==> config.mk <==
export PLATFORM = sky130hd
export DESIGN_NAME = egress_fifo_scheduler
export DESIGN_NICKNAME = d
export VERILOG_FILES = /design/src/rtl/egress_fifo_scheduler.sv
export SDC_FILE = /design/constraint.sdc
export NUM_CORES = 1
export LEC_CHECK = 0
export ABC_CLOCK_PERIOD_IN_PS = 5000
export CAP_MARGIN = 20
export CORE_MARGIN = 5
export CORE_UTILIZATION = 51
export CTS_BUF_LIST = sky130_fd_sc_hd__clkbuf_2 sky130_fd_sc_hd__clkbuf_4 sky130_fd_sc_hd__clkbuf_8
export DETAILED_ROUTE_END_ITERATION = 8
export PLACE_DENSITY_LB_ADDON = 0.05
export SYNTH_ARGS = -nofsm -noshare
export SYNTH_HDL_FRONTEND = slang
export SYNTH_SLANG_ARGS = --single-unit
==> constraint.sdc <==
create_clock -name rclk -period 5 [get_ports rclk]
set_clock_uncertainty 0.15 [all_clocks]
set_input_delay 1 -clock rclk [delete_from_list [all_inputs] [get_ports rclk]]
set_output_delay 1 -clock rclk [all_outputs]
set_load 0.02 [all_outputs]
==> src/rtl/egress_fifo_scheduler.sv <==
// Frame-granular round-robin scheduler draining N ingress FIFO read ports
// onto one egress word handshake; all logic in the rclk domain.
module egress_fifo_scheduler #(
  parameter int N_PORTS         = 4,
  parameter int DATA_W          = 8,
  parameter int MAX_FRAME_WORDS = 1522
) (
  input  logic                            rclk,
  input  logic                            reset,
  input  logic [N_PORTS-1:0]              fifo_empty,
  output logic [N_PORTS-1:0]              fifo_rd_en,
  input  logic [N_PORTS*(DATA_W+1)-1:0]   fifo_rd_data,
  output logic [DATA_W-1:0]               out_data,
  output logic                            out_eof,
  output logic                            out_valid,
  input  logic                            out_ready,
  output logic [$clog2(N_PORTS)-1:0]      grant_id,
  output logic                            busy,
  output logic [15:0]                     frame_cnt,
  output logic                            trunc_err
);

  localparam int GW = $clog2(N_PORTS);
  localparam int SW = DATA_W + 1;
  localparam int CW = $clog2(MAX_FRAME_WORDS + 1);

  typedef enum logic [1:0] {
    IDLE,
    FETCH,
    WAIT,
    SEND
  } state_e;

  state_e              state_q, state_d;
  logic [GW-1:0]       grant_q, grant_d;
  logic [GW-1:0]       last_q, last_d;
  logic [CW-1:0]       wcnt_q, wcnt_d;
  logic [DATA_W-1:0]   data_q, data_d;
  logic                eof_q, eof_d;
  logic                valid_q, valid_d;
  logic                trunc_q, trunc_d;
  logic [15:0]         fcnt_q, fcnt_d;

  logic [GW-1:0]       rr_pick;
  logic                rr_hit;
  logic [GW-1:0]       cand;
  logic [SW-1:0]       slice;
  logic [CW-1:0]       wcnt_inc;

  // First non-empty port strictly after the last frame's owner.
  always_comb begin
    rr_pick = last_q;
    rr_hit  = 1'b0;
    cand    = '0;
    for (int k = 1; k <= N_PORTS; k++) begin
      cand = GW'((int'(last_q) + k) % N_PORTS);
      if (!rr_hit && !fifo_empty[cand]) begin
        rr_pick = cand;
        rr_hit  = 1'b1;
      end
    end
  end

  assign slice    = fifo_rd_data[int'(grant_q)*SW +: SW];
  assign wcnt_inc = wcnt_q + CW'(1);

  always_comb begin
    state_d    = state_q;
    grant_d    = grant_q;
    last_d     = last_q;
    wcnt_d     = wcnt_q;
    data_d     = data_q;
    eof_d      = eof_q;
    valid_d    = valid_q;
    fcnt_d     = fcnt_q;
    trunc_d    = 1'b0;
    fifo_rd_en = '0;
    unique case (state_q)
      IDLE: begin
        if (rr_hit) begin
          grant_d = rr_pick;
          state_d = FETCH;
        end
      end
      FETCH: begin
        if (!fifo_empty[grant_q]) begin
          fifo_rd_en[grant_q] = 1'b1;
          state_d             = WAIT;
        end
      end
      WAIT: begin
        data_d  = slice[DATA_W-1:0];
        eof_d   = slice[DATA_W];
        valid_d = 1'b1;
        wcnt_d  = wcnt_inc;
        if (wcnt_inc == CW'(MAX_FRAME_WORDS) && !slice[DATA_W]) begin
          eof_d   = 1'b1;
          trunc_d = 1'b1;
        end
        state_d = SEND;
      end
      SEND: begin
        if (valid_q && out_ready) begin
          valid_d = 1'b0;
          if (eof_q) begin
            fcnt_d  = fcnt_q + 16'd1;
            last_d  = grant_q;
            wcnt_d  = '0;
            state_d = IDLE;
          end else begin
            state_d = FETCH;
          end
        end
      end
    endcase
  end

  always_ff @(posedge rclk or negedge reset) begin
    if (!reset) begin
      state_q <= IDLE;
      grant_q <= '0;
      last_q  <= GW'(N_PORTS - 1);
      wcnt_q  <= '0;
      data_q  <= '0;
      eof_q   <= 1'b0;
      valid_q <= 1'b0;
      trunc_q <= 1'b0;
      fcnt_q  <= '0;
    end else begin
      state_q <= state_d;
      grant_q <= grant_d;
      last_q  <= last_d;
      wcnt_q  <= wcnt_d;
      data_q  <= data_d;
      eof_q   <= eof_d;
      valid_q <= valid_d;
      trunc_q <= trunc_d;
      fcnt_q  <= fcnt_d;
    end
  end

  assign out_data  = data_q;
  assign out_eof   = eof_q;
  assign out_valid = valid_q;
  assign grant_id  = grant_q;
  assign busy      = (state_q != IDLE);
  assign frame_cnt = fcnt_q;
  assign trunc_err = trunc_q;

endmodule

==> summary.md, run 1 <==
| Metric | Value |
|---|---|
| TritonCTS clock tree | done |
| GRT Total Usage | 0.198 |
| Setup bufs post-CTS | 0 |
| Max_slew headroom | 0.509 |
| Post-synthesis adder-cell area fraction | 0.0350 |
| Synth Cell Area | 2500 um^2 |
| Seq/Total Area, Yosys | 0.441 |
| Worst-path clk slew | approximately 0.09 ns |
| Outcome | completed |
| CP required | 3.85 ns |
| Synthesized area per cell | ~11 um^2 |
| Startpoint types | input port |
| Cells after synthesis | 237 |
| Crit-path max FO | 6 |
| Hold-fix buffers, CTS | 0 |
| Final setup fails | 0 |
| Die Ht | 80.0 um |
| First-pass GRT wire length | 9860 um |
| CP Capture Type | output port |
| #FFs+latches synth | between 40 and 50 |
| Vias per cell | about 5.4 |
| Worst Tran Pin Value | 0.736 ns |
| Critical path, cell by cell | clkdlybuf4s50_1 -> nor4bb_1 -> clkdlybuf4s50_1 |
| Worst Slack Setup Final | 1.39 ns |
| Final Max Slew Viols | 0 |
| Ys async rst share | 1.00 |
| Synth cell types | 47 |
| H-tree lvl count | 2 |
| Crit path DAT | 2.46 ns |
| Yosys synthesis warning count | 0 |
| Worst slack, placed | 1.41 ns |
| Share of cells above drive strength 1 | 0.106 |
| Total number of vias | 2059 |
| Worst setup path category | in2out |
| Post-layout min period | about 3.6 ns |
| Detail Route Antenna Nets | 0 |
| CP dominant cell by count | clkdlybuf4s50_1 |
| GRT overflow | 0 |
| DP HPWL | between 4000 and 5000 um |
| Rows | 25 |
| Die Span X | between 80 and 90 um |
| Reg2reg setup slack | roughly 2.6 ns |
| Top FF cell, synth | dfrtp_1 |
| Mux share of post-synthesis cell area | 0.134 |
| Largest family of logic cells by synthesized area | simple AND/OR/NAND/NOR gates |
| Final WL | roughly 5700 um |
| EDFF count, synth | 0 |
| VDD IR max | a little under 0.4 mV |
| Tcrit/Tclk final | 0.723 |
| Port bufs | 76 |
| Final setup TNS | 0 ns |
| Nets | between 300 and 400 |
| RSZ-0062 raised after global routing | false |
| Clock Latency Late Sink | approximately 0.30 ns |
| CTS max path bufs | 2 |
| Clock root buffer | clkbuf_8 |
| Initial drt markers | 132 |
| Critical-path top delay cell | clkdlybuf4s50_1 |
| Max Fclk | roughly 280 MHz |
| Synth Area in Simple Gates | 0.191 |
| Net Count, Synth | 287 |
| Layout area overhead | 36.8% |
| Cts repair resizes | 0 |
| DR WL/cell | 15.1 um |
| Slowest stage delay, CP | 0.66 ns |
| Starting density of the core | 0.526 |
| TritonRoute pass-1 iters | 4 |
| CTS Sinks | 44 |
| Die area | 6410 um^2 |
| Cell Pwr Density | about 460 nW/um^2 |
| Cts bufs inserted | 5 |
| XOR/XNOR Fraction of Synth Area | 0.0595 |
| Core area | 4750 um^2 |
| DR DRC count | 0 |
| Hold Path Class | reg2reg |
| Total I/O pin count | 77 |
| Initial antenna violation count | 0 |
| Ant diodes | 0 |
| Synth Area in Compound Gates | 0.107 |
| Placer Congestion | 0.788 |
| Largest net degree at the start of global routing | 45 |
| Final Hold Fails | 0 |
| Leakage Power | 1.36 nW |
| Vias in the first global route | 2076 |
| Max Cap Viol | 0 |
[critical path, delay by kind of cell]
family	cells	cell delay (ns)
buffers and inverters	2	1.15
AND/OR/NAND/NOR	1	0.31
[metal layers]
metal	up-vias	wire (um)	track usage
met4	0	112	0.0693
met5	-	0	0
met2	72	2860	0.317
met3	10	367	0.0508
met1	969	2390	0.259
li1	1008	-	-
[per-stage QoR]
stage               cell area, um^2  cells   util  total power [mW]  hold slack [ns]
CTS                            3400    378  0.716              1.58            0.328
detailed placement             3290    370  0.692              1.30            0.311
floorplan                      2500    237      -              1.04            0.314
global placement               3290    370  0.692              1.28            0.314
global route                   3420    379  0.720              1.69            0.355
finish                         3420    379  0.720              1.57            0.322
[cell families (layout without fill, tap and decap cells)]
family / after synthesis / after routing
AND/OR/NAND/NOR: 91 / 91
flip-flops: 44 / 44
AO/OA/AOI/OAI: 42 / 42
multiplexers: 18 / 18
buffers and inverters: 18 / 93
XOR/XNOR: 17 / 17
adder cells (fa/ha/maj): 7 / 7
[layout by cell type (no fill, tap or decap), types with 2 or more instances in the layout]
master,instances
o41ai_1,2
nor2_1,13
and4_1,3
a31oi_1,5
mux2_2,8
xnor2_1,15
nor3b_1,2
nand2b_1,2
clkbuf_8,5
nor3_1,4
nand3_1,12
nand4_1,7
dfstp_2,2
clkdlybuf4s50_1,75
nor2b_1,2
dfrtp_1,42
xor2_1,2
nor4b_1,2
nand2_1,32
o21ai_0,24
ha_1,7
o21ai_1,2
nand4b_1,2
mux4_2,5
inv_1,8
mux4_1,5
[state kept, by name (all words and copies together), names as in the netlist]
signal and count:
frame_cnt 16, grant_id 2, last_q 2, out_data 8
out_eof 1, out_valid 1, state_q 2, trunc_err 1
wcnt_q 11
[final cells by class]
class | count | area (um^2)
clock buffers | 5 | 68.8
clock inverters | 3 | 46.3
fillers | 380 | 1330
inverters | 8 | 30.0
multi-input cells | 175 | 1320
flip-flops and latches | 44 | 1100
well taps | 67 | 83.8
repair buffers | 77 | 776
[final timing paths]
path	startpoint	to	depth (start not counted)
setup / recovery	fifo_empty[1]	fifo_rd_en[1]	3
hold / removal	frame_cnt[15]$_DFFE_PN0P_	frame_cnt[15]$_DFFE_PN0P_	1
setup reg to reg	state_q[0]$_DFFE_PN0P_	wcnt_q[6]$_DFFE_PN0P_	6
hold reg to reg	frame_cnt[15]$_DFFE_PN0P_	frame_cnt[15]$_DFFE_PN0P_	1
max in group asynchronous	reset	last_q[1]$_DFFE_PN1P_	2
min in group asynchronous	reset	wcnt_q[6]$_DFFE_PN0P_	1
[power breakdown]
part           switching, mW  total, mW  internal [mW]
Combinational          0.338      0.704          0.366
Clock                  0.130      0.281          0.151
Sequential             0.128      0.582          0.454
Total                  0.596       1.57          0.971
[Yosys cell counts (3+ instances only)]
cell / instances / area, um^2
nand3_1: 12 / 60.1
and4_1: 3 / 26.3
o21ai_0: 24 / 120
dfrtp_1: 42 / 1050
inv_1: 8 / 30.0
nand2_1: 32 / 120
nor3_1: 4 / 20.0
mux2_2: 8 / 90.1
nor2_1: 13 / 48.8
a31oi_1: 5 / 31.3
mux4_1: 5 / 131
xnor2_1: 15 / 131
clkbuf_1: 4 / 15.0
buf_2: 4 / 20.0
ha_1: 7 / 87.6
nand4_1: 7 / 43.8
mux4_2: 5 / 113
No activity file was read; power rests on OpenSTA's default activity.
==> run 2, diff against run 1 <==
Settings changed: ABC_CLOCK_PERIOD_IN_PS 5000 to 3300, CORE_UTILIZATION 51 to 44.
Clock period 5 ns to 3.3 ns, I/O delays scaled along.
==> run 2 against run 1 <==
Against the previous run:
- worst hold slack improved by 0.018 ns
- setup slack worse by 0.98 ns
- cell count is 2.1% higher
- die area is 14% higher
- global-route usage shrank 3.6 points
- core utilization fell by 8.5 points
- first-iteration DRC count fell by 11%
- power rose by 61%
- critical path type unchanged
- critical endpoint unchanged
- largest cell class unchanged
- largest power group unchanged
==> summary.md, run 2 (synthesis gave the netlist of run 1 again) <==
| Metric | Value |
|---|---|
| Levels on crit path | 3 |
| Hold depth | 1 |
| Final WL | 5650 um |
| TritonCTS clock tree | done |
| Post-layout min period | about 2.9 ns |
| RSZ-0062 raised after global routing | false |
| Outcome | completed |
| Cts bufs inserted | 5 |
| Crit path DAT | 2.09 ns |
| Ant diodes | 0 |
| Final total power | around 2.5 mW |
| Worst Tran Pin Value | 0.577 ns |
| Port bufs | 76 |
| Buf/Inv on CP | 2 |
| Max Fclk | 345 MHz |
| Max reg flops | 16 |
| Slowest stage delay, CP | 0.66 ns |
| GRT Total Usage | 0.162 |
| Worst setup path category | in2out |
| Die Span X | 85.4 um |
| Detail Route Antenna Nets | 0 |
| Cell Pwr Density | between 700 and 800 nW/um^2 |
| Initial antenna violation count | 0 |
| Final setup fails | 0 |
| Commonest non-fill, non-tap cell in the layout | clkdlybuf4s50_1 |
| DR WL/cell | between 10 and 15 um |
| Die Ht | 85.4 um |
| H-tree lvl count | 2 |
| Leakage Power | 1.40 nW |
| Max_slew headroom | 0.615 |
| Core area | ~5500 um^2 |
| Clock root buffer | clkbuf_8 |
| CP required | 2.49 ns |
| Final setup TNS | 0 ns |
| Total I/O pin count | 77 |
| DR DRC count | 0 |
| GRT overflow | 0 |
| Critical path, cell by cell | clkdlybuf4s50_1 -> nor4bb_1 -> clkdlybuf4s50_1 |
| CP top delay family | buffers and inverters |
| Setup bufs post-CTS | 0 |
| Clock Latency Late Sink | about 0.29 ns |
| CTS max path bufs | 2 |
| Vias per cell | 5.29 |
| Reg2Reg Depth | 6 |
| Fillers | 467 |
| DP HPWL | approximately 4200 um |
| Crit-path max FO | 6 |
| CTS Sinks | 44 |
| Initial drt markers | 117 |
| TritonRoute pass-1 iters | 4 |
| Max Cap Viol | 0 |
| Hold Path Class | reg2reg |
| Final Hold Fails | 0 |
| Nets | ~360 |
| CP dominant cell by count | clkdlybuf4s50_1 |
| Tcrit/Tclk final | 0.877 |
| Startpoint types | input port |
| Vias in the first global route | 2054 |
| Commonest cells after routing, fill and taps aside | clkdlybuf4s50_1 (75), dfrtp_1 (42), nand2_1 (32), o21ai_0 (24), xnor2_1 (15) |
| Worst Slack Setup Final | roughly 0.4 ns |
| Starting density of the core | 0.454 |
| Placer Congestion | about 0.9 |
| Largest net degree at the start of global routing | 45 |
| Worst slack, placed | 0.386 ns |
| Rows | 27 |
| CP Capture Type | output port |
| VDD IR max | roughly 0.47 mV |
| Final Max Slew Viols | 0 |
| Layout area overhead | 39.8% |
| Total number of vias | 2046 |
| Worst-path clk slew | 0.09 ns |
| First-pass GRT wire length | approximately 9500 um |
| Critical-path top delay cell | clkdlybuf4s50_1 |
| Share of cells above drive strength 1 | 0.111 |
| Die area | 7300 um^2 |
-- run 2: cell types whose count changed in the layout (fill, tap and decap cells not counted), sizes merged --
| cell | previous run | this run |
|---|---|---|
| bufinv | 1 | 3 |
| inv | 9 | 8 |
| clkinvlp | 1 | 0 |
| buf | 2 | 4 |
| dlygate4sd3 | 0 | 1 |
-- run 2: layer usage --
metal  GRT usage  vias up  share of wire
met4      0.0331        0          0.012
met5           0        -              0
met2       0.279       54           0.50
met3      0.0524        8          0.066
li1            -     1016              -
met1       0.199      968           0.42
-- run 2: path summary, 6_finish.rpt --
check | startpoint | endpoint | slack, ns
max in group asynchronous | reset | last_q[0]$_DFFE_PN1P_ | 1.98
max | fifo_empty[1] | fifo_rd_en[1] | 0.40
min reg2reg | frame_cnt[15]$_DFFE_PN0P_ | frame_cnt[15]$_DFFE_PN0P_ | 0.34
min in group asynchronous | reset | wcnt_q[4]$_DFFE_PN0P_ | 0.54
min | frame_cnt[15]$_DFFE_PN0P_ | frame_cnt[15]$_DFFE_PN0P_ | 0.34
max reg2reg | state_q[0]$_DFFE_PN0P_ | wcnt_q[3]$_DFFE_PN0P_ | 1.18
-- run 2: layout make-up --
class | count | area [um^2] | area share
clock inverters | 3 | 90.1 | 0.0258
multi-input cells | 175 | 1320 | 0.376
inverters | 8 | 30.0 | 0.00858
repair buffers | 80 | 801 | 0.229
clock buffers | 5 | 68.8 | 0.0197
flip-flops and latches | 44 | 1100 | 0.315
well taps | 72 | 90.1 | 0.0258
-- run 2: repair_timing --
item,in CTS,in global routing
hold endpoints to repair,0,2
gates resized for setup,0,0
hold buffers,0,1
-- run 2: metrics by stage --
step                 util  hold WS (ns)  instance area [um^2]  std cells
floorplan               -         0.214                  2500        237
global placement    0.601         0.312                  3310        377
detailed placement  0.601         0.343                  3310        377
CTS                 0.630         0.357                  3470        385
global route        0.635         0.361                  3500        387
finish              0.635         0.340                  3500        387
-- run 2: where the power goes --
group          internal (mW)  leakage [nW]  switching, mW
registers              0.689         0.567          0.178
clock network          0.379        0.0784          0.188
logic                  0.568         0.752          0.522
total                   1.64          1.40          0.889
==> run 3, diff against run 2 <==
Settings changed: ABC_AREA set to 1, CORE_UTILIZATION 44 to 45.
==> run 3 against run 2 <==
Against the previous run:
- register-to-register slack worse by 0.19 ns
- design area is 4.0% higher
- power is 13% higher
- synthesized cell count is 44% higher
- setup slack worse by 0.21 ns
- non-clock buffer count stayed put
- largest cell class unchanged
==> summary.md, run 3 <==
| Metric | Value |
|---|---|
| Outcome | completed |
| GR Util met2 | 0.293 |
| Share of cells above drive strength 1 | 0.101 |
| CTS Sinks | 44 |
| RSZ-0062 raised after global routing | false |
| Crit-path max FO | 4 |
| Die Span X | between 80 and 90 um |
| Total number of vias | 2495 |
| Final Max Slew Viols | 0 |
| Max Fclk | 322 MHz |
| Final total power | approximately 2.9 mW |
| CP Capture Type | output port |
| Die area | roughly 7500 um^2 |
| #FFs+latches synth | 44 |
| Leakage Power | 1.67 nW |
| Worst-path clk slew | 0.08 ns |
| Grt met3 use | 0.0266 |
| R2R Path Start | state_q[0]$_DFFE_PN0P_ |
| DR DRC count | 0 |
| GRT Max-Usage Layer | met2 |
| DP HPWL | 5020 um |
| EDFF count, synth | 0 |
| Dominant cell by count in the synthesized netlist | nand2_1 |
| Cells after synthesis | 342 |
| Final setup fails | 0 |
| Synth top area share | 0.396 |
| Largest family of logic cells by synthesized area | simple AND/OR/NAND/NOR gates |
| Ys async rst share | 1.00 |
| Vias per cell | 5.00 |
| Net Count, Synth | 392 |
| XOR/XNOR Fraction of Synth Area | 0.0594 |
| Hold Path Class | in2async |
| Cell Pwr Density | roughly 800 nW/um^2 |
| Synth cell types | 36 |
| Top FF cell, synth | dfrtp_1 |
| GRT Total Usage | 0.178 |
| Detail Route Antenna Nets | 0 |
| Synth area leader | dfrtp_1 |
| Worst setup path category | in2out |
| Ant diodes | 0 |
| Final Hold Fails | 0 |
| Reg2reg setup slack | 0.99 ns |
| Hold-fix buffers, CTS | 0 |
| First-pass GRT wire length | ~11000 um |
| Commonest non-fill, non-tap cell in the layout | nand2_1 |
| Post-synthesis adder-cell area fraction | 0.0330 |
| Placer Congestion | 0.854 |
| Final setup TNS | 0 ns |
| Setup bufs post-CTS | 0 |
| Max Cap Viol | 0 |
| Core area | 5820 um^2 |
| Worst Tran Pin Value | 0.457 ns |
| Synth Area in Compound Gates | 0.0906 |
| GRT overflow | 0 |
| Worst R2R End | wcnt_q[8]$_DFFE_PN0P_ |
| Synth Area in Simple Gates | 0.327 |
| Rows | 28 |
| Tcrit/Tclk final | 0.941 |
| CP required | 2.49 ns |
| Post-layout min period | 3.10 ns |
| VDD IR max | 0.604 mV |
| Largest net degree at the start of global routing | 45 |
| Commonest cells after routing, fill and taps aside | nand2_1 (112), clkdlybuf4s50_1 (75), dfrtp_1 (42), inv_1 (33), nor2_1 (30) |
| Top post-synthesis cells by area | dfrtp_1 (40%), nand2_1 (16%), inv_1 (4.7%), nor2_1 (4.2%), ha_1 (3.3%) |
| Vias in the first global route | 2362 |
| Yosys synthesis warning count | 0 |
| H-tree lvl count | 2 |
| Port bufs | 76 |
| Crit path DAT | 2.29 ns |
| Layout area overhead | 37.2% |
| Total I/O pin count | 77 |
| TritonCTS clock tree | done |
| TritonRoute pass-1 iters | 4 |
| Starting density of the core | 0.456 |
| Reg2Reg Depth | 7 |
| Clock root buffer | clkbuf_8 |
| Nets | 474 |
| Met1 GRT Util | 0.249 |
| Final WL | 6490 um |
| Clock Latency Late Sink | 0.28 ns |
| Synth Cell Area | 2650 um^2 |
| Crit. Startpoint | fifo_empty[3] |
| Mux share of post-synthesis cell area | 0.00425 |
| Fin cells | 499 |
| Startpoint types | input port |
| Most frequent cells after synthesis | nand2_1 (112), dfrtp_1 (42), inv_1 (33), nor2_1 (30), nand3_1 (16) |
| CTS max path bufs | 2 |
| Synthesized area per cell | 7.76 um^2 |
| Die Ht | 86.8 um |
| Worst slack, placed | about 0.21 ns |
| Seq/Total Area, Yosys | 0.416 |
| Fillers | 522 |
| Max reg flops | 16 |
| Worst Slack Setup Final | 0.196 ns |
| Initial drt markers | 105 |
| Cts repair resizes | 0 |
| Cts bufs inserted | 5 |
| DR WL/cell | 13.0 um |
| Initial antenna violation count | 0 |
| Max_slew headroom | 0.695 |
| # placed instances | 491 |
| Final Core Density | 0.626 |
## run 3: cell count changes after synthesis, moves of 5 or more
cell	before	now
nor2_1	13	30
mux2_2	8	1
o22ai_1	1	9
nand2_1	32	112
nand2_2	0	6
xnor2_1	15	9
a21oi_1	1	7
inv_2	0	5
xor2_1	2	9
inv_1	8	33
mux4_1	5	0
mux4_2	5	0
o21ai_0	24	7
## run 3: cell families after synthesis
family / after synthesis
XOR/XNOR: 18
AND/OR/NAND/NOR: 189
flip-flops: 44
buffers and inverters: 44
adder cells (fa/ha/maj): 7
AO/OA/AOI/OAI: 39
multiplexers: 1
## run 3: routing by layer
metal / routed length, um / vias up
met5: 0 / -
met2: 3060 / 46
li1: - / 1266
met1: 3110 / 1181
met4: 33 / 0
met3: 279 / 2
## run 3: final cells by class
class                           instances  area [um^2]  share of cell area
Timing Repair Buffer                   80          798               0.219
Clock buffer                            5         68.8              0.0189
Tap cell                               75         93.8              0.0258
Sequential cell                        44         1100               0.303
Inverter                               39          149              0.0409
Clock inverter                          2         60.1              0.0165
Multi-Input combinational cell        254         1370               0.375
## run 3: power breakdown
| group | switching, mW | internal (mW) |
|---|---|---|
| Clock | 0.173 | 0.298 |
| Combinational | 0.877 | 0.597 |
| Sequential | 0.186 | 0.721 |
## run 3: worst max-delay path by stage
stage,end
floorplan,fifo_rd_en[2]
global placement,fifo_rd_en[2]
detailed placement,fifo_rd_en[2]
CTS,fifo_rd_en[2]
global route,fifo_rd_en[2]
finish,fifo_rd_en[2]
## run 3: stage by stage
step           instance area [um^2]  hold WS, ns
5_1_grt                        3640       0.0153
6_report                       3640       0.0313
3_5_place_dp                   3490        0.314
2_1_floorplan                  2650        0.214
3_3_place_gp                   3490        0.315
4_1_cts                        3620        0.337
## run 3: worst max-delay path, stage by stage
cell,delay [ns]
clkdlybuf4s50_1,0.44
inv_1,0.09
o22ai_1,0.08
inv_1,0.07
nand4_1,0.15
nor3_1,0.17
clkdlybuf4s50_1,0.63
